## config.mk

```make
export PLATFORM = sky130hd
export DESIGN_NAME = uart_tx_feeder
export DESIGN_NICKNAME = d
export VERILOG_FILES = /design/src/rtl/uart_tx_feeder.sv
export SDC_FILE = /design/constraint.sdc
export NUM_CORES = 1
export LEC_CHECK = 0
export CORE_AREA = 2 2 123 125
export DETAILED_ROUTE_END_ITERATION = 10
export DIE_AREA = 0 0 125 127
export DONT_BUFFER_PORTS = 1
export SLEW_MARGIN = 20
export SYNTH_ARGS = -nofsm -noshare
export SYNTH_HDL_FRONTEND = slang
export SYNTH_SLANG_ARGS = --single-unit
```

## constraint.sdc

```tcl
create_clock -name clk -period 4.7 [get_ports clk]
set_input_delay 0.94 -clock clk [delete_from_list [all_inputs] [get_ports clk]]
set_output_delay 0.94 -clock clk [all_outputs]
set_load 0.1 [all_outputs]
```

## src/rtl/uart_tx_feeder.sv

```systemverilog
// uart_tx_feeder
//   Buffers characters from a producer in a circular FIFO and hands them one
//   at a time to a uart_tx instance. The FSM drives a one-cycle tx_start and
//   a tx_data value that stays stable for the whole transfer. It paces itself
//   on tx_busy, so back-to-back characters need no software timing.
//
// Ports
//   clk         system clock
//   rst         synchronous, active-high reset (flushes FIFO, clears flags)
//   wr_en       push wr_data this cycle
//   wr_data     character to enqueue
//   full        FIFO holds DEPTH entries (registered)
//   empty       FIFO holds 0 entries (registered)
//   count       occupancy 0..DEPTH (registered)
//   overflow    sticky: a write arrived while full and was dropped
//   launch_err  sticky: tx_busy did not rise within BUSY_TIMEOUT cycles of a launch
//   tx_start    one-cycle start pulse to uart_tx
//   tx_data     character presented to uart_tx
//   tx_busy     uart_tx busy
module uart_tx_feeder #(
  parameter int DATA_W       = 7,
  parameter int DEPTH        = 16,
  parameter int ADDR_W       = 4,
  parameter int BUSY_TIMEOUT = 4
) (
  input  logic              clk,
  input  logic              rst,
  input  logic              wr_en,
  input  logic [DATA_W-1:0] wr_data,
  output logic              full,
  output logic              empty,
  output logic [ADDR_W:0]   count,
  output logic              overflow,
  output logic              launch_err,
  output logic              tx_start,
  output logic [DATA_W-1:0] tx_data,
  input  logic              tx_busy
);

  localparam int TO_W = $clog2(BUSY_TIMEOUT + 1);

  localparam logic [ADDR_W:0]   CNT_ZERO  = {(ADDR_W + 1){1'b0}};
  localparam logic [ADDR_W:0]   CNT_ONE   = (ADDR_W + 1)'(1);
  localparam logic [ADDR_W:0]   CNT_DEPTH = (ADDR_W + 1)'(DEPTH);
  localparam logic [ADDR_W-1:0] PTR_ZERO  = {ADDR_W{1'b0}};
  localparam logic [ADDR_W-1:0] PTR_ONE   = ADDR_W'(1);
  localparam logic [TO_W-1:0]   TO_ZERO   = {TO_W{1'b0}};
  localparam logic [TO_W-1:0]   TO_ONE    = TO_W'(1);
  localparam logic [TO_W-1:0]   TO_LAST   = TO_W'(BUSY_TIMEOUT - 1);
  localparam logic [DATA_W-1:0] DATA_ZERO = {DATA_W{1'b0}};

  typedef enum logic [1:0] {
    IDLE      = 2'd0,
    WAIT_BUSY = 2'd1,
    WAIT_DONE = 2'd2
  } state_e;

  // FIFO storage and bookkeeping
  logic [DATA_W-1:0] mem_q [DEPTH];
  logic [ADDR_W-1:0] wr_ptr_q, wr_ptr_d;
  logic [ADDR_W-1:0] rd_ptr_q, rd_ptr_d;
  logic [ADDR_W:0]   count_q, count_d;
  logic              full_q, full_d;
  logic              empty_q, empty_d;
  logic              overflow_q, overflow_d;

  // Launch FSM state
  state_e            state_q;
  logic [TO_W-1:0]   to_cnt_q;
  logic              tx_start_q;
  logic [DATA_W-1:0] tx_data_q;
  logic              launch_err_q;

  logic              push_s;
  logic              pop_s;
  logic [DATA_W-1:0] head_s;

  assign full       = full_q;
  assign empty      = empty_q;
  assign count      = count_q;
  assign overflow   = overflow_q;
  assign launch_err = launch_err_q;
  assign tx_start   = tx_start_q;
  assign tx_data    = tx_data_q;

  assign head_s = mem_q[rd_ptr_q];

  // FIFO next-state: push/pop qualification, pointer advance and occupancy
  always_comb begin
    // A write while full is dropped even if the same edge pops an entry.
    push_s = wr_en & ~full_q;
    // The pop is the IDLE launch decision itself, made on registered empty.
    pop_s  = (state_q == IDLE) & ~empty_q & ~tx_busy;

    if (push_s) begin
      wr_ptr_d = wr_ptr_q + PTR_ONE;
    end else begin
      wr_ptr_d = wr_ptr_q;
    end

    if (pop_s) begin
      rd_ptr_d = rd_ptr_q + PTR_ONE;
    end else begin
      rd_ptr_d = rd_ptr_q;
    end

    case ({push_s, pop_s})
      2'b10:   count_d = count_q + CNT_ONE;
      2'b01:   count_d = count_q - CNT_ONE;
      default: count_d = count_q;
    endcase

    full_d  = (count_d == CNT_DEPTH);
    empty_d = (count_d == CNT_ZERO);

    if (wr_en & full_q) begin
      overflow_d = 1'b1;
    end else begin
      overflow_d = overflow_q;
    end
  end

  // FIFO pointer, occupancy and flag registers
  always_ff @(posedge clk) begin
    if (rst) begin
      wr_ptr_q   <= PTR_ZERO;
      rd_ptr_q   <= PTR_ZERO;
      count_q    <= CNT_ZERO;
      full_q     <= 1'b0;
      empty_q    <= 1'b1;
      overflow_q <= 1'b0;
    end else begin
      wr_ptr_q   <= wr_ptr_d;
      rd_ptr_q   <= rd_ptr_d;
      count_q    <= count_d;
      full_q     <= full_d;
      empty_q    <= empty_d;
      overflow_q <= overflow_d;
    end
  end

  // FIFO storage write port; contents need no reset since pointers gate reads
  always_ff @(posedge clk) begin
    if (push_s) begin
      mem_q[wr_ptr_q] <= wr_data;
    end
  end

  // Launch FSM with registered tx_start/tx_data/launch_err
  always_ff @(posedge clk) begin
    if (rst) begin
      state_q      <= IDLE;
      to_cnt_q     <= TO_ZERO;
      tx_start_q   <= 1'b0;
      tx_data_q    <= DATA_ZERO;
      launch_err_q <= 1'b0;
    end else begin
      tx_start_q <= 1'b0;
      case (state_q)
        IDLE: begin
          if (pop_s) begin
            tx_data_q  <= head_s;
            tx_start_q <= 1'b1;
            to_cnt_q   <= TO_ZERO;
            state_q    <= WAIT_BUSY;
          end
        end
        WAIT_BUSY: begin
          if (tx_busy) begin
            to_cnt_q <= TO_ZERO;
            state_q  <= WAIT_DONE;
          end else if (to_cnt_q == TO_LAST) begin
            // The BUSY_TIMEOUT-th quiet cycle: the launch is lost, drop it.
            to_cnt_q     <= TO_ZERO;
            launch_err_q <= 1'b1;
            state_q      <= IDLE;
          end else begin
            to_cnt_q <= to_cnt_q + TO_ONE;
          end
        end
        WAIT_DONE: begin
          // Returning to IDLE here guarantees one IDLE cycle before the next start.
          if (!tx_busy) begin
            state_q <= IDLE;
          end
        end
        default: begin
          state_q <= IDLE;
        end
      endcase
    end
  end

endmodule

```

==> impl_metrics.ini <==
[status]
outcome = finished clean

[sta]
relSlewSlack = 0.305
fin_crit_sh = 0.736
finalClockSkew_ns = 0.00921
hold_viol_final = 0
slew_viol_final = 0
tightest_slew_ns = 1.04
fmax_mhz = 289
setup_tns_ns = 0
post-route-min-period_ns = 3.46
rsz0062_at_grt = false
setup_viol = 0

[layout]
area_growth_pct = 14.6
fin_nets = 371
n_antenna_cell = 0
fin_cells = 546
drive_gt1_frac = 0.174
nFillCells = 1253

[worst_setup_path]
path_max_fanout = 17
slowest_delay_ns = 0.45
cp_common_cell = ha_1
crit_arrival_ns = 3.77
critPathRequiredTime_ns = 5.01
r2r_slack_ns = 1.24
r2r_start = empty
worstSetupStartpointType = flop
crit_path_cell_trace = buf_4 -> nor2_1 -> nand2_1 -> clkinv_1 -> ha_1 -> xor2_1 -> ha_1 -> o21a_1 -> o21ai_0 -> a221oi_1 -> mux2_2 -> o2111a_1
cp-end-kind = flop
worstReg2RegEnd = full
path_class = flop to flop
cpMaxStageDelayCell = nand2_1
worst_r2r_path_depth = 12

[floorplanning]
rows = 44
die_y_um = 127
placeableCoreArea_sq_um = 14400
pin_count = 28
dieArea_sq_um = 15900
start_util = 0.396
die_x_um = 125

[synth]
synth-xor-area-share = 0.0169
synthSimpleGateAreaFrac = 0.0574
synth-edff-count = 112
syn_nets = 361
yosys_warnings = 0
yosys.area.top_type_share = 0.589
avgSynthCellArea_sq_um = 16.8
synthMuxAreaShare = 0.126
yosysMostFrequentCell = edfxtp_1
yosys.area_share.adder = 0.0219
synth_top_family_by_area = multiplexers
ys_ff_latch = 142
synth.area.top_cells = edfxtp_1 59%, dfxtp_1 11%, mux4_2 8.3%
yosysUniqueCellTypes = 41
yosys.area.top_type = edfxtp_1
async_flop_share = 0
synthCells = 340
syn_area_sq_um = 5710
synth.top_cells.by_count = 112 x edfxtp_1, 38 x nor2_1, 30 x dfxtp_1
synthFlopType = edfxtp_1
seq_area_frac_synth = 0.695
synth_compound_area_frac = 0.0629

[route]
drc = 0
via_per_inst = 5.34
ant_nets = 0
drtPass1Iterations = 4
vias = 2913
wirelength_um = 10900
wl_per_cell_um = 19.9
drt_iter0_drc = 257

[placed_design]
post-place-cells = 515
hpwl_um = 7060
place.gp.congestion = 0.773
portBuffers = 0

[clock_tree]
htree_levels = 4
postCtsHoldBufs = 0
clk_pin_slew_ns = 0.06
post_cts_resized = 0
root_buffer = clkbuf_16
cts_tree = built
cts.sinks = 142
postCtsSetupBuffers = 0
numCtsBuffers = 17
clock_latency_ns = 0.42
clock_path_buffers = 2

[global_routing]
grt_use_total = 0.146
grt_pass1_wl_um = 17100
grt_antenna_before_repair = 0
grt_pass1_vias = 3047
grt_max_degree = 32
grt_overflow_total = 0

[flow_run]
drv_cap = 0

[power_and_ir_drop]
powerDensity_nw_per_um2 = 533
p_leak_nw = 2.21
power_switching_mw = 0.952
combPwrFrac = 0.128
clockPowerShare = 0.407
power.internal_mw = 2.53
swShare = 0.273
ir_worst_vdd_v = 0.000269
power_frac_seq = 0.465

[min_path]
min_path_cells = 1
min_path_type = flop to flop
min_to = to_cnt_q[2]
min_from = to_cnt_q[2]
==> registers in the layout, summed over array words and instances, names as in the netlist, 2 cells and up <==
register / count
tx_data: 7
mem_q: 112
count: 5
rd_ptr_q: 4
to_cnt_q: 3
wr_ptr_q: 4
state_q: 2
==> logic make-up (layout without fill, tap and decap cells) <==
group                      count (synthesis)  count (layout)
DFF                                      142             142
and+or+nand+nor                           70              70
AOI/OAI and AO/OA                         48              48
muxes                                     34              34
buffers and inverters                     25              47
xor gates and xnor gates                  11              11
adders and majority gates                 10              10
==> stage by stage <==
step / cell area, sq um / setup WS (ns) / hold WS (ns) / total power [mW] / util
after floorplan: 5710 / 1.45 / 0.453 / 2.01 / -
after global placement: 5920 / 1.03 / 0.474 / 2.09 / 0.410
after detailed placement: 5920 / 0.938 / 0.471 / 2.10 / 0.410
after CTS: 6540 / 1.23 / 0.485 / 3.51 / 0.453
after global routing: 6540 / 0.874 / 0.501 / 3.61 / 0.454
final: 6540 / 1.24 / 0.485 / 3.49 / 0.454
==> worst max-delay path by stage <==
stage / start / end / cells past startpoint
5_1_grt: empty / empty / 12
4_1_cts: empty / full / 12
6_report: empty / full / 12
3_3_place_gp: tx_busy / full / 11
2_1_floorplan: empty / full / 12
3_5_place_dp: tx_busy / full / 11
==> power by group through the flow <==
stage               combinational (mW)  clock [mW]  sequential [mW]
finish                           0.446        1.42             1.62
floorplan                        0.323           0             1.68
global placement                 0.441           0             1.65
global route                     0.485        1.49             1.63
CTS                              0.450        1.44             1.62
detailed placement               0.449           0             1.65
==> final cells by class <==
| cell class | instances | area (sq um) | share of cell area |
|---|---|---|---|
| repair buffers | 9 | 67.6 | 0.0103 |
| well taps | 184 | 230 | 0.0352 |
| flip-flops and latches | 142 | 3970 | 0.607 |
| inverters | 7 | 26.3 | 0.00402 |
| multi-input cells | 173 | 1630 | 0.249 |
| clock inverters | 14 | 198 | 0.0302 |
| clock buffers | 17 | 425 | 0.0650 |
==> placed cells by master, fill, tap and decap left out, types with 2 or more instances in the layout <==
master	instances
nand4_1	2
dfxtp_2	3
ha_1	10
a211oi_1	8
xor2_1	8
nand2b_1	2
inv_1	5
o21ai_0	2
edfxtp_1	112
a21oi_1	7
nand2_1	9
clkinv_2	4
bufinv_16	5
nor3b_1	2
buf_4	9
nor3_1	4
dfxtp_1	27
clkinv_1	5
a22oi_1	15
nor2_1	38
mux4_1	7
mux4_2	21
and3_1	2
a31o_1	7
xnor2_1	3
clkbuf_16	17
nand3b_1	2
nor2b_1	6
o2111a_1	2
mux2i_1	5
==> layer usage <==
metal / up-vias / global-route usage / part of all wire
li1: 1365 / - / -
met1: 1455 / 0.181 / 0.42
met2: 79 / 0.240 / 0.50
met3: 14 / 0.0436 / 0.060
met4: 0 / 0.0634 / 0.017
met5: - / 0 / 0
==> worst max-delay path: cells and delay by family, from the launching register on <==
kind	cells	cell delay (ns)
buffers and inverters	2	0.71
adder cells (fa/ha/maj)	2	0.61
AO/OA/AOI/OAI	4	0.59
AND/OR/NAND/NOR	2	0.53
multiplexers	1	0.40
flip-flops	1	0.30
XOR/XNOR	1	0.20
Note: power is estimated with default switching activity, not from simulation.
